<file path="src/rtl/imem_boot_loader.sv">
// imem_boot_loader: turns a length-prefixed byte stream into big-endian 32-bit
// instruction-memory writes, holding the processor in start-up until the image is in.
`default_nettype none

module imem_boot_loader #(
  parameter int ADDR_W    = 10,
  parameter int MAX_WORDS = 1024
) (
  input  logic              clk,
  input  logic              rst_n,
  input  logic              rx_valid,
  input  logic [7:0]        rx_data,
  output logic              rx_ready,
  output logic              imem_we,
  output logic [ADDR_W-1:0] imem_addr,
  output logic [31:0]       imem_wdata,
  output logic              start_up,
  output logic              busy,
  output logic              err
);

  localparam logic [2:0] S_LEN_HI = 3'd0;
  localparam logic [2:0] S_LEN_LO = 3'd1;
  localparam logic [2:0] S_DATA   = 3'd2;
  localparam logic [2:0] S_WRITE  = 3'd3;
  localparam logic [2:0] S_DONE   = 3'd4;
  localparam logic [2:0] S_ERR    = 3'd5;

  localparam logic [16:0] c_MAX_WORDS = 17'(MAX_WORDS);

  logic [2:0]        state_q, state_d;
  logic [15:0]       n_q, n_d;
  logic [15:0]       idx_q, idx_d;
  logic [1:0]        bc_q, bc_d;
  logic [23:0]       word_q, word_d;
  logic              rx_ready_q, rx_ready_d;
  logic              we_q, we_d;
  logic [ADDR_W-1:0] addr_q, addr_d;
  logic [31:0]       wdata_q, wdata_d;
  logic              start_up_q, start_up_d;
  logic              busy_q, busy_d;
  logic              err_q, err_d;

  logic              w_accept;
  logic [15:0]       w_len;

  assign w_accept = rx_valid & rx_ready_q;
  assign w_len    = {n_q[15:8], rx_data};

  always_ff @(posedge clk or negedge rst_n) begin
    if (!rst_n) begin
      state_q <= S_LEN_HI;
    end else begin
      state_q <= state_d;
    end
  end

  always_comb begin
    state_d = state_q;
    n_d     = n_q;
    idx_d   = idx_q;
    bc_d    = bc_q;
    word_d  = word_q;
    case (state_q)
      S_LEN_HI: begin
        if (w_accept) begin
          n_d[15:8] = rx_data;
          state_d   = S_LEN_LO;
        end
      end
      S_LEN_LO: begin
        if (w_accept) begin
          n_d[7:0] = rx_data;
          idx_d    = 16'd0;
          bc_d     = 2'd0;
          if (w_len == 16'd0) begin
            state_d = S_DONE;
          end else if ({1'b0, w_len} > c_MAX_WORDS) begin
            state_d = S_ERR;
          end else begin
            state_d = S_DATA;
          end
        end
      end
      S_DATA: begin
        if (w_accept) begin
          word_d = {word_q[15:0], rx_data};
          bc_d   = bc_q + 2'd1;
          if (bc_q == 2'd3) begin
            state_d = S_WRITE;
          end
        end
      end
      S_WRITE: begin
        if (idx_q == n_q - 16'd1) begin
          state_d = S_DONE;
        end else begin
          idx_d   = idx_q + 16'd1;
          state_d = S_DATA;
        end
      end
      S_DONE:  state_d = S_DONE;
      S_ERR:   state_d = S_ERR;
      default: state_d = S_LEN_HI;
    endcase
  end

  // Outputs are decoded from the next state so each one is a plain flop.
  always_comb begin
    rx_ready_d = (state_d == S_LEN_HI) || (state_d == S_LEN_LO) || (state_d == S_DATA);
    we_d       = (state_d == S_WRITE);
    addr_d     = addr_q;
    wdata_d    = wdata_q;
    if (state_d == S_WRITE) begin
      addr_d  = idx_d[ADDR_W-1:0];
      wdata_d = {word_q, rx_data};
    end
    start_up_d = (state_d != S_DONE);
    busy_d     = (state_d == S_LEN_LO) || (state_d == S_DATA) || (state_d == S_WRITE);
    err_d      = (state_d == S_ERR);
  end

  always_ff @(posedge clk or negedge rst_n) begin
    if (!rst_n) begin
      n_q        <= 16'd0;
      idx_q      <= 16'd0;
      bc_q       <= 2'd0;
      word_q     <= 24'd0;
      rx_ready_q <= 1'b0;
      we_q       <= 1'b0;
      addr_q     <= '0;
      wdata_q    <= 32'd0;
      start_up_q <= 1'b1;
      busy_q     <= 1'b0;
      err_q      <= 1'b0;
    end else begin
      n_q        <= n_d;
      idx_q      <= idx_d;
      bc_q       <= bc_d;
      word_q     <= word_d;
      rx_ready_q <= rx_ready_d;
      we_q       <= we_d;
      addr_q     <= addr_d;
      wdata_q    <= wdata_d;
      start_up_q <= start_up_d;
      busy_q     <= busy_d;
      err_q      <= err_d;
    end
  end

  assign rx_ready   = rx_ready_q;
  assign imem_we    = we_q;
  assign imem_addr  = addr_q;
  assign imem_wdata = wdata_q;
  assign start_up   = start_up_q;
  assign busy       = busy_q;
  assign err        = err_q;

endmodule

`default_nettype wire

</file>
<file path="config.mk">
export PLATFORM = sky130hd
export DESIGN_NAME = imem_boot_loader
export DESIGN_NICKNAME = d
export VERILOG_FILES = /design/src/rtl/imem_boot_loader.sv
export SDC_FILE = /design/constraint.sdc
export NUM_CORES = 1
export LEC_CHECK = 0
export CAP_MARGIN = 20
export CORE_MARGIN = 4
export CORE_UTILIZATION = 60
export DETAILED_ROUTE_END_ITERATION = 8
export PLACE_DENSITY = 0.93
export SLEW_MARGIN = 20
export SYNTH_ARGS = -nofsm -noshare
export SYNTH_HDL_FRONTEND = slang
export SYNTH_SLANG_ARGS = --single-unit
</file>
<file path="constraint.sdc">
create_clock -name clk -period 6.3 [get_ports clk]
set_input_delay 1.26 -clock clk [delete_from_list [all_inputs] [get_ports clk]]
set_output_delay 1.26 -clock clk [all_outputs]
set_load 0.02 [all_outputs]
</file>
# Word-level counts from Yosys, hierarchy flattened
# Cells that the tools add are included.
[totals]
in_bits = 11
ff_bits = 108
[classes]
bitwise_logic = 1
n_mux = 14
order_cmp = 1
eq_ne = 15
reduce_logical = 14
n_addsub = 3
[op_table]
columns = ["operator", "n"]
rows = [
  ["$mux 16", 2],
  ["$pmux 16 s2", 1],
  ["$mux 3", 7],
  ["$pmux 3 s6", 1],
  ["$add 16x1->16 const B", 1],
  ["$eq 16x16->1", 1],
  ["$gt 16x11->1 const B", 1],
  ["$logic_not 16->1", 1],
  ["$sub 16x1->16 const B", 1],
  ["$eq 3x2->1 const B", 4],
  ["$eq 3x3->1 const B", 3],
  ["$eq 3x1->1 const B", 2],
  ["$logic_not 3->1", 2],
  ["$ne 2x2->1 const B", 3],
  ["$reduce_and 2->1", 3],
  ["$reduce_and 3->1", 2],
  ["$logic_or 1x1->1", 4],
  ["$mux 2", 2],
  ["$pmux 2 s2", 1],
  ["$reduce_bool 2->1", 2],
  ["$ne 3x3->1 const B", 1],
  ["$add 2x1->2 const B", 1],
  ["$eq 2x2->1 const B", 1],
  ["$and 1x1->1", 1],
]

# Longest topological paths before layout
[logic_depth]
word_depth = 8
depth_mapped = 11
depth_no_buf = 10

# Least setup slack after synthesis
# No wires, ideal clock.
[synth_timing]
path_kind = "register to register"
start = "reg n_q[0]"
end = "reg addr_q[1] (netlist: imem_addr[1])"
period_less_slack_ns = 2.970
setup_time_ns = 0.125
stages_incl_launch_ff = 12
n_path_buf = 1
arrival_ns = 2.845
required_time_ns = 6.175
path_slack_ns = 3.330
cell_sequence = "dfrtp_1 -> inv_1 -> ha_1 -> nor3b_2 -> nand4_1 -> or4_1 -> a221oi_2 -> o2111ai_2 -> buf_6 -> and2_4 -> a22o_1 -> mux2_4"
[synth_between]
elab_cells_between_ends = 7
cone_classes = "add/sub: 1; eq/ne: 2; mux: 4"
[synth_rtl]
columns = ["element", "line", "text"]
rows = [
  ["start: declaration", "32", "logic [15:0] n_q, n_d;"],
  ["start signal: assignment", "137", "n_q <= n_d;"],
  ["$sub 16x1->16", "95", "if (idx_q == n_q - 16'd1) begin"],
  ["$eq 16x16->1", "95", ""],
  ["$mux 16", "95", ""],
  ["$pmux 16 s2", "64", "case (state_q)"],
  ["named net idx_d[1]", "33", "logic [15:0] idx_q, idx_d;"],
  ["end signal: assignment", "143", "addr_q <= addr_d;"],
  ["end: declaration", "38", "logic [ADDR_W-1:0] addr_q, addr_d;"],
]
# The timed path passes the listed nets, and every way through them passes these cells. The select of a mux whose other input is x is not followed.
# A chain may end at the register's enable or synchronous reset.

# Worst setup path after layout
[layout_timing]
start = "in rx_valid"
end = "reg addr_q[1] (netlist: imem_addr[1])"
[layout_between]
elab_chain_len = 4
elab_cells_between_ends = 8
cone_classes = "eq/ne: 1; mux: 6; bitwise: 1"
[layout_rtl]
columns = ["element", "line", "text"]
rows = [
  ["start: declaration", "11", "input logic rx_valid,"],
  ["$and 1x1->1 (*)", "47", "assign w_accept = rx_valid & rx_ready_q;"],
  ["$mux 3 (on tied branches)", "86, 66, 72", ""],
  ["$pmux 3 s6", "64", ""],
  ["$eq 3x2->1", "114", "if (state_d == S_WRITE) begin"],
]
# Every way passes the cells marked *; elsewhere a longest branch is shown, timed or not. The select of a mux whose other input is x is not followed.

==> impl_metrics.toml <==
[clock_network]
clk_pin_slew_ns = 0.10
insertion_delay_ns = 0.38
htree_num_levels = 3
holdBufCountCts = 0
cts_tree = "yes"
clk_path_buf_depth = 2
numCtsBuffers = 9
cts-root-buf = "clkbuf_8"
post_cts_buffers = 0
cts_resized = 0
cts.sinks = 108

[placement]
gp_congestion = 0.8928
place_inst = 695
pre_cts_ws_ns = 1.828
port_buffers = 57
dpl-instance-area_um2 = 5645
dp_hpwl_mm = 7.876

[drt]
drt_iter0_markers = 346
ant_nets = 0
viasPerCell = 5.878
drc = 0
wl_per_cell_um = 16.14
finalWirelength_mm = 11.48
drt-pass1-iter-count = 5
routed-via-count = 4179

[logic_synthesis]
synth_area_um2 = 5040
synth.top_cell.area_share_pct = 53.13
synth-async-reset-ratio_pct = 100.0
yosys_warnings = 0
avgSynthCellArea_um2 = 9.032
yosys-top-cells-area = "dfrtp_1, nand2_1, mux2_2"
ys.flop_type = "dfrtp_1"
yosysTopAreaCell = "dfrtp_1"
synth_cells = 558
synth_edf_count = 0
synth-seq-cells = 108
syn_nets = 572
synthDistinctLibCells = 52
synth_seq_area_share_pct = 53.65

[floorplanning]
row_count = 33
fp.dieArea_um2 = 9930
start_util_pct = 61.65
die_h_um = 99.65
chipWidth_um = 99.65
fp.coreArea_um2 = 8175
io-pin-count = 58

[layout]
seq_area_um2 = 2704
diodes = 0
drive_above_1_share_pct = 7.921
final_area_um2 = 5837
instances_no_fill = 711
fillCellCount = 585
syn_to_final_growth_pct = 15.81
multi_input_area_um2 = 2171
fin_nets = 615
fin_util_pct = 71.40

[sta]
relSlewSlack_pct = 46.10
period_minus_slack_ns = 3.542
finClkSkew_ns = 0.01086
fin_crit_sh_pct = 56.22
rsz0062_at_grt = "no"
tightest_slew_ns = 0.8056
whs_ns = 0.4760
setup_ws_ns = 2.758
fin_setup_tns_ns = 0
fmax_mhz = 282.3
hold_violations = 0
maxSlewViolCount = 0
setup_viol = 0

[global_route]
met2_usage_pct = 36.98
grt_max_degree = 90
grt_pass1_vias = 3937
grt_antenna_before_repair = 0
track_usage_pct = 23.75
gr-max-usage-layer = "met2"
overflow = 0
grt_pass1_wl_mm = 18.89
gr-usage-met1_pct = 33.91
use_met3_pct = 3.997

[worst_setup_path]
rrSetupSlack_ns = 2.78
r2r_end = "imem_addr[1]"
worstSetupEndpointType = "flip-flop"
start_kind = "input pin"
critPathKind = "input pin to flip-flop"
crit_fanout = 44
worstPathArrival_ns = 3.81
endpoint = "imem_addr[1]"
r2r_start = "n_q[0]"
r2r_cells = 10
critical_path.startpoint = "rx_valid"
required_ns = 6.56

[job]
cap_viol_max_count = 0

[power_and_ir_drop]
ir_worst_vdd_v = 0.0002306
power_density_nw_per_um2 = 325.9
p_leak_nw = 2.786
power_mw = 1.902

[outcome]
status = "completed"

[hold_path]
hp-class = "flip-flop to flip-flop"
synthesized netlist by cell type, drive strengths merged, types with 3 or more instances:
cell / instances
xnor2: 10
nand4: 8
o31ai: 6
buf: 3
nor3: 10
nand2: 209
xor2: 7
o211ai: 7
and2: 5
ha: 3
nand3: 17
and3: 4
or4: 9
a31oi: 5
o21ai: 20
inv: 10
mux2: 17
nand3b: 4
a21oi: 15
or3: 3
dfrtp: 107
clkbuf: 26
nor2: 24
nor4: 3
per-layer routing:
| layer | vias up | wire, µm |
|---|---|---|
| met3 | 27 | 620 |
| met2 | 154 | 5546 |
| met1 | 2044 | 5071 |
| met5 | - | 0 |
| met4 | 0 | 241 |
| li1 | 1954 | - |
flip-flops by register name (all words and copies together) (netlist names):
name,count
imem_addr,10
start_up,1
state_q,3
word_q,24
imem_we,1
busy,1
err,1
imem_wdata,32
idx_q,16
bc_q,2
n_q,16
rx_ready,1
worst min-delay path by stage:
stage / end / from / slack, ns / depth (start not counted)
floorplan: imem_wdata[24] / word_q[16] / 0.44 / 2
global placement: imem_addr[4] / imem_addr[4] / 0.45 / 2
detailed placement: imem_wdata[31] / word_q[23] / 0.45 / 2
finish: imem_wdata[31] / word_q[23] / 0.48 / 2
CTS: imem_wdata[29] / word_q[21] / 0.47 / 2
global route: imem_wdata[26] / word_q[18] / 0.50 / 2
placed cells by master, fill, tap and decap left out, drive strengths merged, types with 13 or more instances in the layout:
cell type and count:
a21oi 15, clkdlybuf4s50 56, dfrtp 107, inv 13, mux2 17, nand2 209, nand3 17, nor2 24
o21ai 20
cells by family after synthesis:
kind of cell / after synthesis / share of synthesized area [%]
mux: 18 / 4.071
flops: 108 / 53.65
compound gates: 68 / 8.863
xor+xnor: 17 / 2.954
simple gates: 304 / 26.44
fa+ha+maj: 3 / 0.7449
buf+inv: 40 / 3.277
cell type report:
cell class	count	share of cell area [%]
flip-flops and latches	108	46.32
multi-input cells	410	37.19
repair buffers	61	10.31
well taps	105	2.251
clock buffers	10	2.186
clock inverters	6	1.029
inverters	11	0.7074
report_power, final:
| group | total (mW) | internal, mW | leakage (nW) | switching, mW |
|---|---|---|---|---|
| clock | 0.400 | 0.152 | 0.0878 | 0.248 |
| sequential | 1.00 | 0.804 | 1.45 | 0.196 |
| combinational | 0.502 | 0.242 | 1.25 | 0.260 |
critical path, stage by stage:
cell and delay [ns]:
clkdlybuf4s50_1 0.47, nand2_1 0.08, nor3_1 0.24, and2_1 0.17, buf_4 0.28, nand2_1 0.09
buf_4 0.26, inv_2 0.56, mux2_4 0.35
Power figures use the tool's default switching activity.
